<file path="config.mk">
export PLATFORM = sky130hd
export DESIGN_NAME = ctrl_pipe_unit
export DESIGN_NICKNAME = d
export VERILOG_FILES = /design/src/rtl/ctrl_pipe_unit.sv
export SDC_FILE = /design/constraint.sdc
export NUM_CORES = 1
export LEC_CHECK = 0
export ABC_AREA = 0
export CORE_ASPECT_RATIO = 0.9
export CORE_UTILIZATION = 45
export CTS_CLUSTER_SIZE = 24
export DETAILED_ROUTE_END_ITERATION = 16
export GPL_ROUTABILITY_DRIVEN = 0
export PLACE_DENSITY = 0.8
export SKIP_CTS_REPAIR_TIMING = 1
export SYNTH_ARGS = -nofsm -noshare
export SYNTH_HDL_FRONTEND = slang
export SYNTH_SLANG_ARGS = --single-unit
</file>
<file path="constraint.sdc">
create_clock -name clk -period 2.5 [get_ports clk]
set_clock_uncertainty 0.15 [all_clocks]
set_input_delay 0.5 -clock clk [delete_from_list [all_inputs] [get_ports clk]]
set_output_delay 0.5 -clock clk [all_outputs]
set_load 0.005 [all_outputs]
</file>
<file path="src/rtl/ctrl_pipe_unit.sv">
// RV32I decode-stage control and the ID/EX, EX/MEM, MEM/WB control pipeline.
// Decodes the base opcodes into a control bundle and carries it down the pipe
// with a valid bit per stage. It also provides:
//   - the load-use interlock (or a full RAW interlock when forwarding is off)
//   - squash of the wrong-path ID instruction on an EX redirect
//   - EX operand forwarding selects
//   - a saturating count of illegal instructions that reach EX
module ctrl_pipe_unit #(
    parameter int REG_AW    = 5,
    parameter int ILL_CNT_W = 8,
    parameter int FWD_EN    = 1
) (
    input  logic                 clk,
    input  logic                 rst_n,
    input  logic                 id_valid,
    input  logic [31:0]          id_instr,
    input  logic                 ex_redirect,
    input  logic                 stall_ext,
    output logic                 id_stall,
    output logic                 id_illegal,
    output logic                 ex_valid,
    output logic [1:0]           ex_alu_op,
    output logic                 ex_alu_src,
    output logic [2:0]           ex_imm_sel,
    output logic                 ex_branch,
    output logic                 ex_jump,
    output logic [REG_AW-1:0]    ex_rs1,
    output logic [REG_AW-1:0]    ex_rs2,
    output logic [REG_AW-1:0]    ex_rd,
    output logic                 mem_valid,
    output logic                 mem_read,
    output logic                 mem_write,
    output logic                 mem_to_reg,
    output logic                 mem_reg_write,
    output logic [REG_AW-1:0]    mem_rd,
    output logic                 wb_valid,
    output logic                 wb_reg_write,
    output logic                 wb_mem_to_reg,
    output logic [REG_AW-1:0]    wb_rd,
    output logic [1:0]           fwd_a,
    output logic [1:0]           fwd_b,
    output logic [ILL_CNT_W-1:0] ill_count
);
    localparam logic [6:0] OP_LOAD   = 7'b0000011;
    localparam logic [6:0] OP_STORE  = 7'b0100011;
    localparam logic [6:0] OP_BRANCH = 7'b1100011;
    localparam logic [6:0] OP_IMM    = 7'b0010011;
    localparam logic [6:0] OP_REG    = 7'b0110011;
    localparam logic [6:0] OP_LUI    = 7'b0110111;
    localparam logic [6:0] OP_AUIPC  = 7'b0010111;
    localparam logic [6:0] OP_JAL    = 7'b1101111;
    localparam logic [6:0] OP_JALR   = 7'b1100111;

    // Counter increment that sticks at all-ones instead of wrapping.
    function automatic logic [ILL_CNT_W-1:0] sat_inc(input logic [ILL_CNT_W-1:0] v);
        return (v == {ILL_CNT_W{1'b1}}) ? v : v + ILL_CNT_W'(1);
    endfunction

    // Source-select for one EX operand; MEM result wins over WB result.
    function automatic logic [1:0] fwd_sel(input logic [REG_AW-1:0] rs,
                                           input logic m_en, input logic [REG_AW-1:0] m_rd,
                                           input logic w_en, input logic [REG_AW-1:0] w_rd);
        if (rs == '0) return 2'b00;
        if (m_en && (m_rd == rs)) return 2'b10;
        if (w_en && (w_rd == rs)) return 2'b01;
        return 2'b00;
    endfunction

    // True when the ID instruction reads a register that 'rd' is going to write.
    function automatic logic reads_reg(input logic [REG_AW-1:0] rd,
                                       input logic u1, input logic [REG_AW-1:0] r1,
                                       input logic u2, input logic [REG_AW-1:0] r2);
        return (rd != '0) && ((u1 && (r1 == rd)) || (u2 && (r2 == rd)));
    endfunction

    logic [6:0]        opcode;
    logic [REG_AW-1:0] id_rd, id_rs1, id_rs2;
    logic              dec_legal, dec_mem_read, dec_mem_write, dec_mem_to_reg;
    logic              dec_reg_write, dec_alu_src, dec_branch, dec_jump;
    logic              dec_uses_rs1, dec_uses_rs2;
    logic [1:0]        dec_alu_op;
    logic [2:0]        dec_imm_sel;
    logic              ex_mem_read, ex_mem_write, ex_mem_to_reg, ex_reg_write;
    logic              hazard, redirect_take, id_ill_raw;

    assign opcode = id_instr[6:0];
    assign id_rd  = REG_AW'(id_instr[11:7]);
    assign id_rs1 = REG_AW'(id_instr[19:15]);
    assign id_rs2 = REG_AW'(id_instr[24:20]);

    // Opcode decode into the control bundle; unknown opcodes decode to all zeros.
    always_comb begin
        dec_legal      = 1'b1;
        dec_mem_read   = 1'b0;
        dec_mem_write  = 1'b0;
        dec_mem_to_reg = 1'b0;
        dec_reg_write  = 1'b0;
        dec_alu_src    = 1'b0;
        dec_branch     = 1'b0;
        dec_jump       = 1'b0;
        dec_alu_op     = 2'b00;
        dec_imm_sel    = 3'd0;
        dec_uses_rs1   = 1'b1;
        dec_uses_rs2   = 1'b0;
        case (opcode)
            OP_LOAD:   begin dec_mem_read = 1'b1; dec_reg_write = 1'b1; dec_mem_to_reg = 1'b1; dec_alu_src = 1'b1; end
            OP_STORE:  begin dec_mem_write = 1'b1; dec_alu_src = 1'b1; dec_imm_sel = 3'd1; dec_uses_rs2 = 1'b1; end
            OP_BRANCH: begin dec_branch = 1'b1; dec_alu_op = 2'b01; dec_imm_sel = 3'd2; dec_uses_rs2 = 1'b1; end
            OP_IMM:    begin dec_reg_write = 1'b1; dec_alu_op = 2'b10; dec_alu_src = 1'b1; end
            OP_REG:    begin dec_reg_write = 1'b1; dec_alu_op = 2'b10; dec_uses_rs2 = 1'b1; end
            OP_LUI:    begin dec_reg_write = 1'b1; dec_alu_op = 2'b11; dec_alu_src = 1'b1; dec_imm_sel = 3'd3; dec_uses_rs1 = 1'b0; end
            OP_AUIPC:  begin dec_reg_write = 1'b1; dec_alu_src = 1'b1; dec_imm_sel = 3'd3; dec_uses_rs1 = 1'b0; end
            OP_JAL:    begin dec_reg_write = 1'b1; dec_jump = 1'b1; dec_imm_sel = 3'd4; dec_uses_rs1 = 1'b0; end
            OP_JALR:   begin dec_reg_write = 1'b1; dec_jump = 1'b1; dec_alu_src = 1'b1; end
            default:   begin dec_legal = 1'b0; dec_uses_rs1 = 1'b0; end
        endcase
        // Writes to x0 are dropped at decode so nothing downstream forwards them.
        if (id_rd == '0) dec_reg_write = 1'b0;
    end

    // Interlock: with forwarding only a load in EX stalls; without it any in-flight writer does.
    always_comb begin
        hazard = 1'b0;
        if (FWD_EN != 0) begin
            hazard = id_valid && ex_valid && ex_mem_read &&
                     reads_reg(ex_rd, dec_uses_rs1, id_rs1, dec_uses_rs2, id_rs2);
        end else begin
            hazard = id_valid && (
                     (ex_valid  && ex_reg_write  && reads_reg(ex_rd,  dec_uses_rs1, id_rs1, dec_uses_rs2, id_rs2)) ||
                     (mem_valid && mem_reg_write && reads_reg(mem_rd, dec_uses_rs1, id_rs1, dec_uses_rs2, id_rs2)) ||
                     (wb_valid  && wb_reg_write  && reads_reg(wb_rd,  dec_uses_rs1, id_rs1, dec_uses_rs2, id_rs2)));
        end
    end

    assign redirect_take = ex_redirect & ex_valid;
    assign id_ill_raw    = id_valid & ~dec_legal;
    // Combinational outputs are held low while reset is asserted.
    assign id_stall      = rst_n & (stall_ext | (hazard & ~redirect_take));
    assign id_illegal    = rst_n & id_ill_raw;

    // Forwarding selects; a load in MEM has no result yet, so it is not a source.
    always_comb begin
        fwd_a = 2'b00;
        fwd_b = 2'b00;
        if (FWD_EN != 0) begin
            fwd_a = fwd_sel(ex_rs1, mem_valid & mem_reg_write & ~mem_read, mem_rd, wb_valid & wb_reg_write, wb_rd);
            fwd_b = fwd_sel(ex_rs2, mem_valid & mem_reg_write & ~mem_read, mem_rd, wb_valid & wb_reg_write, wb_rd);
        end
    end

    // Stage registers: freeze on external stall, bubble EX on redirect or hazard, else advance.
    always_ff @(posedge clk or negedge rst_n) begin
        if (!rst_n) begin
            ex_valid      <= 1'b0;  ex_alu_op    <= 2'b00; ex_alu_src    <= 1'b0;
            ex_imm_sel    <= 3'd0;  ex_branch    <= 1'b0;  ex_jump       <= 1'b0;
            ex_rs1        <= '0;    ex_rs2       <= '0;    ex_rd         <= '0;
            ex_mem_read   <= 1'b0;  ex_mem_write <= 1'b0;  ex_mem_to_reg <= 1'b0;
            ex_reg_write  <= 1'b0;
            mem_valid     <= 1'b0;  mem_read     <= 1'b0;  mem_write     <= 1'b0;
            mem_to_reg    <= 1'b0;  mem_reg_write <= 1'b0; mem_rd        <= '0;
            wb_valid      <= 1'b0;  wb_reg_write <= 1'b0;  wb_mem_to_reg <= 1'b0;
            wb_rd         <= '0;
            ill_count     <= '0;
        end else if (!stall_ext) begin
            mem_valid     <= ex_valid;
            mem_read      <= ex_mem_read;
            mem_write     <= ex_mem_write;
            mem_to_reg    <= ex_mem_to_reg;
            mem_reg_write <= ex_reg_write;
            mem_rd        <= ex_rd;
            wb_valid      <= mem_valid;
            wb_reg_write  <= mem_reg_write;
            wb_mem_to_reg <= mem_to_reg;
            wb_rd         <= mem_rd;
            if (redirect_take || hazard) begin
                ex_valid      <= 1'b0;  ex_alu_op    <= 2'b00; ex_alu_src    <= 1'b0;
                ex_imm_sel    <= 3'd0;  ex_branch    <= 1'b0;  ex_jump       <= 1'b0;
                ex_rs1        <= '0;    ex_rs2       <= '0;    ex_rd         <= '0;
                ex_mem_read   <= 1'b0;  ex_mem_write <= 1'b0;  ex_mem_to_reg <= 1'b0;
                ex_reg_write  <= 1'b0;
            end else begin
                ex_valid      <= id_valid;
                ex_alu_op     <= dec_alu_op  & {2{id_valid}};
                ex_alu_src    <= dec_alu_src & id_valid;
                ex_imm_sel    <= dec_imm_sel & {3{id_valid}};
                ex_branch     <= dec_branch  & id_valid;
                ex_jump       <= dec_jump    & id_valid;
                ex_rs1        <= id_rs1;
                ex_rs2        <= id_rs2;
                ex_rd         <= id_rd;
                ex_mem_read   <= dec_mem_read   & id_valid;
                ex_mem_write  <= dec_mem_write  & id_valid;
                ex_mem_to_reg <= dec_mem_to_reg & id_valid;
                ex_reg_write  <= dec_reg_write  & id_valid;
                if (id_ill_raw) ill_count <= sat_inc(ill_count);
            end
        end
    end
endmodule
</file>
After elaboration in Yosys (flattened, before gate mapping)
Index checks and enable logic that the tools add are counted.
{"block": "totals", "register_bits": 52, "in_bits": 37, "out_inout_bits": 56, "wordCells": 135}
{"block": "classes", "addsub": 1, "n_eq_ne": 16, "mux": 48, "bitwise": 23, "reduce_logical": 25}
{"operator": "5-bit == test", "count": 6}
{"operator": "1-bit 2-to-1 mux", "count": 29}
{"operator": "2-bit 2-to-1 mux", "count": 13}
{"operator": "7-bit by 6-bit == test with 1-bit output, second input constant", "count": 3}
{"operator": "7-bit == test, second input constant", "count": 3}
{"operator": "5-bit zero test", "count": 3}
{"operator": "5-bit 2-to-1 mux", "count": 3}
{"operator": "1-bit bitwise AND", "count": 14}
{"operator": "7-bit by 5-bit == test with 1-bit output, second input constant", "count": 2}
{"operator": "3-bit one-hot mux with 4 select lines", "count": 1}
{"operator": "6-bit OR reduction", "count": 2}
{"operator": "1-bit logical AND", "count": 10}
{"operator": "9-bit OR reduction", "count": 1}
{"operator": "8-bit by 1-bit adder with 8-bit output, second input constant", "count": 1}
{"operator": "8-bit == test, second input constant", "count": 1}
{"operator": "7-bit by 2-bit == test with 1-bit output, second input constant", "count": 1}
{"operator": "7-bit OR reduction", "count": 1}
{"operator": "1-bit NOT", "count": 6}
{"operator": "2-bit one-hot mux with 3 select lines", "count": 1}
{"operator": "2-bit OR reduction", "count": 3}
{"operator": "5-bit nonzero test", "count": 1}
{"operator": "4-bit AND reduction", "count": 1}
{"operator": "3-bit bitwise AND", "count": 1}
{"operator": "3-bit 2-to-1 mux", "count": 1}
{"operator": "4 further kinds", "count": 5}

Depth between registers and ports, before layout
Gate-level depths: netlist of the first run.
{"block": "depth", "depth_word": 10, "mapped_depth": 8, "mapped_depth_nobuf": 5}

Worst setup path before layout of the first run
OpenSTA, ideal clock, no wires.
{"block": "synth_timing", "path_kind": "input -> output", "start": "input port id_instr[6]", "end": "output port id_stall", "arrival_time_ns": 1.476, "required_ns": 1.850, "slack_ns": 0.374, "cell_stages": 5, "path_buffers": 1, "cell_sequence": "buf_2 > a2111oi_4 > nand3_1 > a211oi_1 > o21a_1"}
{"block": "synth_between", "elab_chain_len": 10, "elab_cells_between_ends": 18, "classes_between": "eq/ne: 6; mux: 2; bitwise: 3; reduce/logical: 7"}
{"item": "from (decl)", "line": "16", "rtl": "input logic [31:0] id_instr,"}
{"item": "7-bit == test (tied with other cells)", "line": "105", "rtl": "case (opcode)"}
{"item": "6-bit OR reduction (no line) or 3-bit OR reduction (tied branches)"}
{"item": "1-bit 2-to-1 mux", "line": "105"}
{"item": "1-bit logical AND"}
{"item": "1-bit logical OR *"}
{"item": "1-bit logical AND *"}
{"item": "1-bit logical AND *", "line": "125", "rtl": "hazard = id_valid && ex_valid && ex_mem_read &&"}
{"item": "1-bit bitwise AND *", "line": "138", "rtl": "assign id_stall = rst_n & (stall_ext | (hazard & ~redirect_take));"}
{"item": "1-bit bitwise OR *", "line": "138"}
{"item": "1-bit bitwise AND *", "line": "138"}
{"item": "to (decl)", "line": "19", "rtl": "output logic id_stall,"}
Every way passes the cells marked *; elsewhere a longest branch is shown, timed or not.

Final worst setup path of the first run
{"block": "layout_timing", "start": "register ex_rd[3]", "end": "output port id_stall"}
{"block": "layout_between", "elab_chain_len": 8, "elab_cells_between_ends": 11, "classes_between": "eq/ne: 2; bitwise: 3; reduce/logical: 6"}
{"item": "from (decl)", "line": "29", "rtl": "output logic [REG_AW-1:0] ex_rd,"}
{"item": "from (signal assigned)", "line": "190", "rtl": "ex_rd <= id_rd;"}
{"item": "5-bit == test"}
{"item": "1-bit logical AND"}
{"item": "1-bit logical OR"}
{"item": "1-bit logical AND *"}
{"item": "1-bit logical AND *", "line": "125"}
{"item": "1-bit bitwise AND *", "line": "138"}
{"item": "1-bit bitwise OR *", "line": "138"}
{"item": "1-bit bitwise AND *", "line": "138"}
Marks and branches as above.

==> impl_metrics.csv, run 1 <==
group,metric,value,unit
yosys,synth.top_cell.area_share,0.4817,
floorplanning,pin_count,93,
floorplanning,die-area,0.006317,mm2
detailed_routing,wl_per_cell,17.47,um
layout,fillerInstances,380,
critical_path,crit_slowest_cell,"dfrtp_2",
timing,fin_crit_sh,1.075,
floorplanning,rows,26,
detailed_routing,ant_nets,0,
layout,regMostFlops,"ill_count",
cts,cts_buffer_depth,2,
yosys,synth_top_cells_by_count,"dfrtp_1, xnor2_1, a32o_1",
cts,clockRootBuffer,"clkbuf_8",
cts,cts.clk_slew.worst_paths,0.10,ns
detailed_routing,wirelength,7.722,mm
detailed_routing,route.met2.wl,3.818,mm
critical_path,crit_buf_inv,2,
run_status,status,"complete, but fails checks",
critical_path,path_class,"reg -> out",
power,p_int,1.701,mW
layout,antenna_cells,0,
grt,grt_pass1_wl,11.40,mm
critical_path,crit_family,"simple AND/OR/NAND/NOR gates",
yosys,synth.most_common_cell,"dfrtp_1",
critical_path,worst_path_largest_cell_delay,0.45,ns
yosys,synthArstFlopShare,1.000,
detailed_routing,post_drt_via_cell_ratio,5.670,
placement,dpl_cell_area,0.003854,mm2
cts,cts_buffers,5,
cts,cts_tree,"done",
timing,fin_crit,2.687,ns
timing,worstMarginPinSlew,0.6741,ns
power,net-switching-power,0.6963,mW
grt,grt_overflow,0,
run_status,violations,"setup timing",
layout,largest_register_ffs,8,
timing,rsz0062_at_grt,"true",
grt,grt_pass1_vias,2286,
floorplanning,core,0.005725,mm2
cts,clkSinkCount,52,
timing,setup_slack,-0.1875,ns
grt,track_usage,0.2310,
timing,final-setup-viol-count,1,
layout,final_nets,409,
layout,final_cells,442,
yosys,synthTopCellsByArea,"dfrtp_1, mux2_2, a32o_1",
detailed_routing,routed.top_layer,"met4",
run,maxCapViolCount,0,
detailed_routing,vias,2506,
power,p_sw_frac,0.2904,
yosys,synthesis.area,0.002701,mm2
grt,antenna_found_initial,0,
layout,drive_gt1_frac,0.3118,
power,leakagePower,1.960,nW
power,p_seq_frac,0.455,
cts,htreeDepth,2,
placement,placed_cells,420,
floorplanning,start_util,0.4718,
timing,maxSlewHeadroom,0.5506,
detailed_routing,met1_length,3.450,mm
placement,dp_hpwl,5.374,mm
critical_path,worstPathCellList,"buf_6 -> xor2_4 -> nor4_4 -> nand4_1 -> a211oi_2 -> o21a_1 -> clkbuf_2",
power,clkPwrFrac,0.243,
yosys,synth_flop_cell,"dfrtp_1",
layout,seqCellArea,0.001314,mm2
power,ir_drop,312.8,uV
yosys,netlist_instances,239,
layout,multi_input_area,0.001433,mm2
critical_path,cp.required,1.85,ns
timing,timing.fmax,0.3721,GHz
yosys,synth_cell_types,41,
yosys,yosys_warnings,0,
yosys,synth_top_area_cell,"dfrtp_1",
yosys,synthesis.nets,277,
floorplanning,die_w,83.67,um
yosys,yosysSeqAreaShare,0.4817,
critical_path,endpoint_kind,"output port",
cts,clk_latency,0.31,ns
detailed_routing,dr_wl_met3,350,um
yosys,synth-edff-count,0,
detailed_routing,drt_iter0_markers,147,
yosys,synth-seq-cells,52,
critical_path,cp-start-kind,"flop",
worst_hold_path,hold_path.class,"in -> async",
timing,holdWs,0.1993,ns
grt,grt_max_degree,53,
power,power_frac_comb,0.303,
critical_path,critPathArrivalTime,2.04,ns
placement,io_buffers,82,
detailed_routing,drc,0,
critical_path,cp_max_fo,4,
layout,syn_to_final_growth,57.02,%
yosys,avgSynthCellArea,11.30,um2
timing,maxSlewViolCount,0,
layout,fin_area,0.004242,mm2
power,power-per-cell-area,565.2,mW/mm2
detailed_routing,drt_pass1_iterations,4,
floorplanning,die_y,75.50,um
timing,hold_viol_final,0,
[cells in the final DEF (no fill, tap or decap), types with 2 or more instances in the layout]
master,instances
and3_1,6
nor2_1,3
o2111ai_1,2
nand3_1,8
nor3_2,4
clkbuf_8,5
a32o_1,19
or4_1,2
o21ai_0,13
nor2_2,2
or4_4,2
xnor2_2,2
buf_4,53
xor2_1,14
nand2_1,15
dlymetal6s2s_1,18
nand2b_1,2
a21oi_1,4
nand4_1,7
nor4_2,2
inv_1,4
mux2_2,18
xnor2_1,19
dfrtp_1,42
dfrtp_2,10
a211oi_2,3
clkdlybuf4s50_1,62
nor3_1,3
[worst register-to-register path: cells and delay by family, from the launching register on]
kind	cells	cell delay [ns]
buf+inv	3	0.49
simple gates	2	0.47
compound gates	2	0.46
flops	1	0.45
xor+xnor	1	0.18
[cells by family after synthesis]
kind of cell,Yosys count,synth area share
simple gates,65,0.1334
flops,52,0.4817
compound gates,51,0.1566
xor+xnor,36,0.1167
mux,18,0.07503
buf+inv,16,0.03195
fa+ha+maj,1,0.004631
[metal layers]
| layer | vias to the layer above | GRT usage |
|---|---|---|
| met1 | 1263 | 0.3116 |
| li1 | 1154 | - |
| met4 | 0 | 0.06968 |
| met2 | 77 | 0.3948 |
| met3 | 12 | 0.03575 |
| met5 | - | 0 |
[power groups by stage]
stage	combinational, mW	clock (mW)	sequential (mW)
after global placement	0.655	0	1.09
after CTS	0.672	0.592	1.08
final	0.725	0.582	1.09
after global routing	0.782	0.630	1.10
after floorplan	0.257	0	1.09
after detailed placement	0.670	0	1.09
[layout make-up]
| class | count | area share |
|---|---|---|
| clock buffers | 6 | 0.01711 |
| inverters | 4 | 0.003540 |
| multi-input cells | 171 | 0.3378 |
| well taps | 70 | 0.02065 |
| clock inverters | 2 | 0.008260 |
| flip-flops and latches | 52 | 0.3097 |
| repair buffers | 137 | 0.3029 |
[path summary, 6_finish.rpt]
| kind | from | slack [ns] | endpoint | cells after the start |
|---|---|---|---|---|
| hold / removal | rst_n | 0.20 | mem_write$_DFFE_PN0N_ | 2 |
| min in group clk | id_instr[20] | 0.35 | ex_rs2[0]$_DFFE_PN0N_ | 2 |
| setup / recovery | ex_rd[3]$_DFFE_PN0N_ | -0.19 | id_stall | 7 |
| hold reg to reg | ex_imm_sel[1]$_DFFE_PN0N_ | 0.36 | ex_imm_sel[1]$_DFFE_PN0N_ | 2 |
| max in group asynchronous | rst_n | 1.51 | ex_rs2[4]$_DFFE_PN0N_ | 2 |
| setup reg to reg | ex_rd[3]$_DFFE_PN0N_ | 0.18 | ex_rs1[1]$_DFFE_PN0N_ | 8 |
[stage by stage]
step / TNS [ns] / setup WS, ns / total power [mW] / utilization
2_1_floorplan: 0 / 0.3735 / 1.345 / -
3_3_place_gp: -2.154 / -0.7260 / 1.746 / 0.6731
3_5_place_dp: -3.245 / -0.7448 / 1.765 / 0.6731
4_1_cts: -1.790 / -0.7455 / 2.344 / 0.6919
5_1_grt: -0.2654 / -0.2654 / 2.515 / 0.7408
6_report: -0.1875 / -0.1875 / 2.397 / 0.7408
(Power assumes the default switching activity.)
==> inputs of run 2 (changes only) <==
--- a/config.mk
+++ b/config.mk
@@ -16,3 +16,4 @@
 export SYNTH_ARGS = -nofsm -noshare
 export SYNTH_HDL_FRONTEND = slang
 export SYNTH_SLANG_ARGS = --single-unit
+export TNS_END_PERCENT = 1
==> run 2 against run 1 <==
Wire length shrank 2.2%. First-iteration DRC count grew 5.4%. Cell area shrank 2.1%. Register-to-register slack is essentially flat. The flow still finishes with violations (setup timing). Total power shrank 1.1%. Clock-buffer cell count is the same. Setup slack lost 0.0025 ns. Sequential power is essentially flat. Die area is the same. Clock power is essentially flat.
==> impl_metrics.csv, run 2 (synthesized netlist as in run 1, its figures left out) <==
group,metric,value,unit
grt,grt_max_degree,53,
floorplanning,rows,26,
run_status,violations,"setup timing",
critical_path,worstPathCellList,"buf_4 -> xor2_1 -> nor4_4 -> nand4_1 -> a211oi_2 -> o21a_1 -> clkbuf_2",
critical_path,endpoint_kind,"output port",
layout,final_nets,402,
critical_path,cp_max_fo,3,
cts,cts_buffers,5,
critical_path,critPathArrivalTime,2.04,ns
floorplanning,die-area,0.006317,mm2
detailed_routing,ant_nets,0,
grt,grt_pass1_vias,2286,
critical_path,cp.required,1.85,ns
timing,holdWs,0.1966,ns
timing,fin_crit,2.690,ns
timing,timing.fmax,0.3718,GHz
timing,maxSlewHeadroom,0.5572,
grt,antenna_found_initial,0,
layout,final_cells,435,
worst_hold_path,hold_path.class,"in -> async",
cts,cts_buffer_depth,2,
power,power-per-cell-area,570.9,mW/mm2
placement,dp_hpwl,5.374,mm
run,maxCapViolCount,0,
grt,track_usage,0.2310,
floorplanning,die_y,75.50,um
layout,largest_register_ffs,8,
layout,layout_common_cells,"clkdlybuf4s50_1, dfrtp_1, buf_4",
floorplanning,pin_count,93,
cts,cts_tree,"done",
cts,clkSinkCount,52,
floorplanning,core,0.005725,mm2
layout,final_util,0.7251,
cts,clk_latency,0.31,ns
timing,hold_viol_final,0,
layout,regMostFlops,"ill_count",
placement,placed_cells,420,
detailed_routing,drt_pass1_iterations,4,
critical_path,r2r_setup_slack,0.18,ns
placement,io_buffers,82,
detailed_routing,vias,2495,
power,ir_drop,311.2,uV
power,leakagePower,1.866,nW
critical_path,crit_slowest_cell,"dfrtp_1",
grt,grt.met3_usage,0.03575,
timing,tns,-0.4703,ns
timing,final-setup-viol-count,4,
grt,met2_usage,0.3948,
timing,rsz0062_at_grt,"true",
critical_path,worst_path_largest_cell_delay,0.40,ns
layout,final_common_cell,"clkdlybuf4s50_1",
grt,grt_overflow,0,
grt,use_met1,0.3116,
cts,clockRootBuffer,"clkbuf_8",
cts,cts.clk_slew.worst_paths,0.10,ns
layout,drive_gt1_frac,0.2740,
layout,fillerInstances,387,
floorplanning,die_w,83.67,um
run_status,status,"complete, but fails checks",
timing,maxSlewViolCount,0,
detailed_routing,post_drt_via_cell_ratio,5.736,
detailed_routing,drc,0,
detailed_routing,wl_per_cell,17.35,um
detailed_routing,wirelength,7.549,mm
floorplanning,start_util,0.4718,
detailed_routing,drt_iter0_markers,155,
layout,syn_to_final_growth,53.68,%
grt,grt_pass1_wl,11.40,mm
grt,grt-busiest-layer,"met2",
critical_path,cp-start-kind,"flop",
critical_path,path_class,"reg -> out",
timing,fin_crit_sh,1.076,
timing,setup_slack,-0.1900,ns
timing,worstMarginPinSlew,0.6642,ns
cts,htreeDepth,2,
layout,antenna_cells,0,
==> run 2: changes by cell type in the layout (fill, tap and decap cells not counted), moves of 2 or more <==
cell             delta
dlymetal6s2s_1      -3
xnor2_2             -2
buf_4               -7
clkdlybuf4s50_1     +3
dfrtp_1             +4
xnor2_1             +2
dfrtp_2             -4
==> run 2: final timing paths <==
check | from | end | cells past startpoint
min | rst_n | ex_alu_src$_DFFE_PN0N_ | 2
min reg2reg | ex_imm_sel[1]$_DFFE_PN0N_ | ex_imm_sel[1]$_DFFE_PN0N_ | 2
max in group asynchronous | rst_n | ex_rs2[2]$_DFFE_PN0N_ | 2
max reg2reg | ex_rd[4]$_DFFE_PN0N_ | ex_rs1[4]$_DFFE_PN0N_ | 8
max | ex_rd[4]$_DFFE_PN0N_ | id_stall | 7
min in group clk | ex_imm_sel[1]$_DFFE_PN0N_ | ex_imm_sel[1]$_DFFE_PN0N_ | 2
==> run 2: cell type report <==
type	instances	area, um2	share of cell area
clock buffers	6	72.57	0.01748
inverters	4	15.01	0.003617
multi-input cells	171	1408	0.3391
well taps	70	87.58	0.02110
clock inverters	2	35.03	0.008439
flip-flops and latches	52	1309	0.3153
repair buffers	130	1225	0.2951
==> run 2: metrics by stage <==
step | instance area [um2] | worst slack [ns] | power [mW]
5_1_grt | 4151 | -0.2703 | 2.487
3_5_place_dp | 3854 | -0.7448 | 1.765
6_report | 4151 | -0.1900 | 2.370
3_3_place_gp | 3854 | -0.7260 | 1.746
4_1_cts | 3961 | -0.7455 | 2.344
2_1_floorplan | 2701 | 0.3735 | 1.345
==> run 2: power breakdown <==
group          total [mW]  switching, mW  internal [mW]  leakage [nW]
Combinational       0.702          0.262          0.440          1.14
Clock               0.584          0.286          0.298        0.0552
Sequential           1.08          0.138          0.946         0.668
Total                2.37          0.686           1.68          1.87
==> run 2: critical path: cells and delay by family, from the launching register on <==
family,cells,cell delay [ns]
and+or+nand+nor,2,0.50
DFF,1,0.40
AOI/OAI and AO/OA,2,0.39
buffers and inverters,2,0.26
xor gates and xnor gates,1,0.18
==> run 2: per-layer routing <==
metal / part of all wire / routed length, um
met3: 0.048 / 366
met2: 0.50 / 3791
met4: 0.013 / 97
met5: 0 / 0
met1: 0.44 / 3292
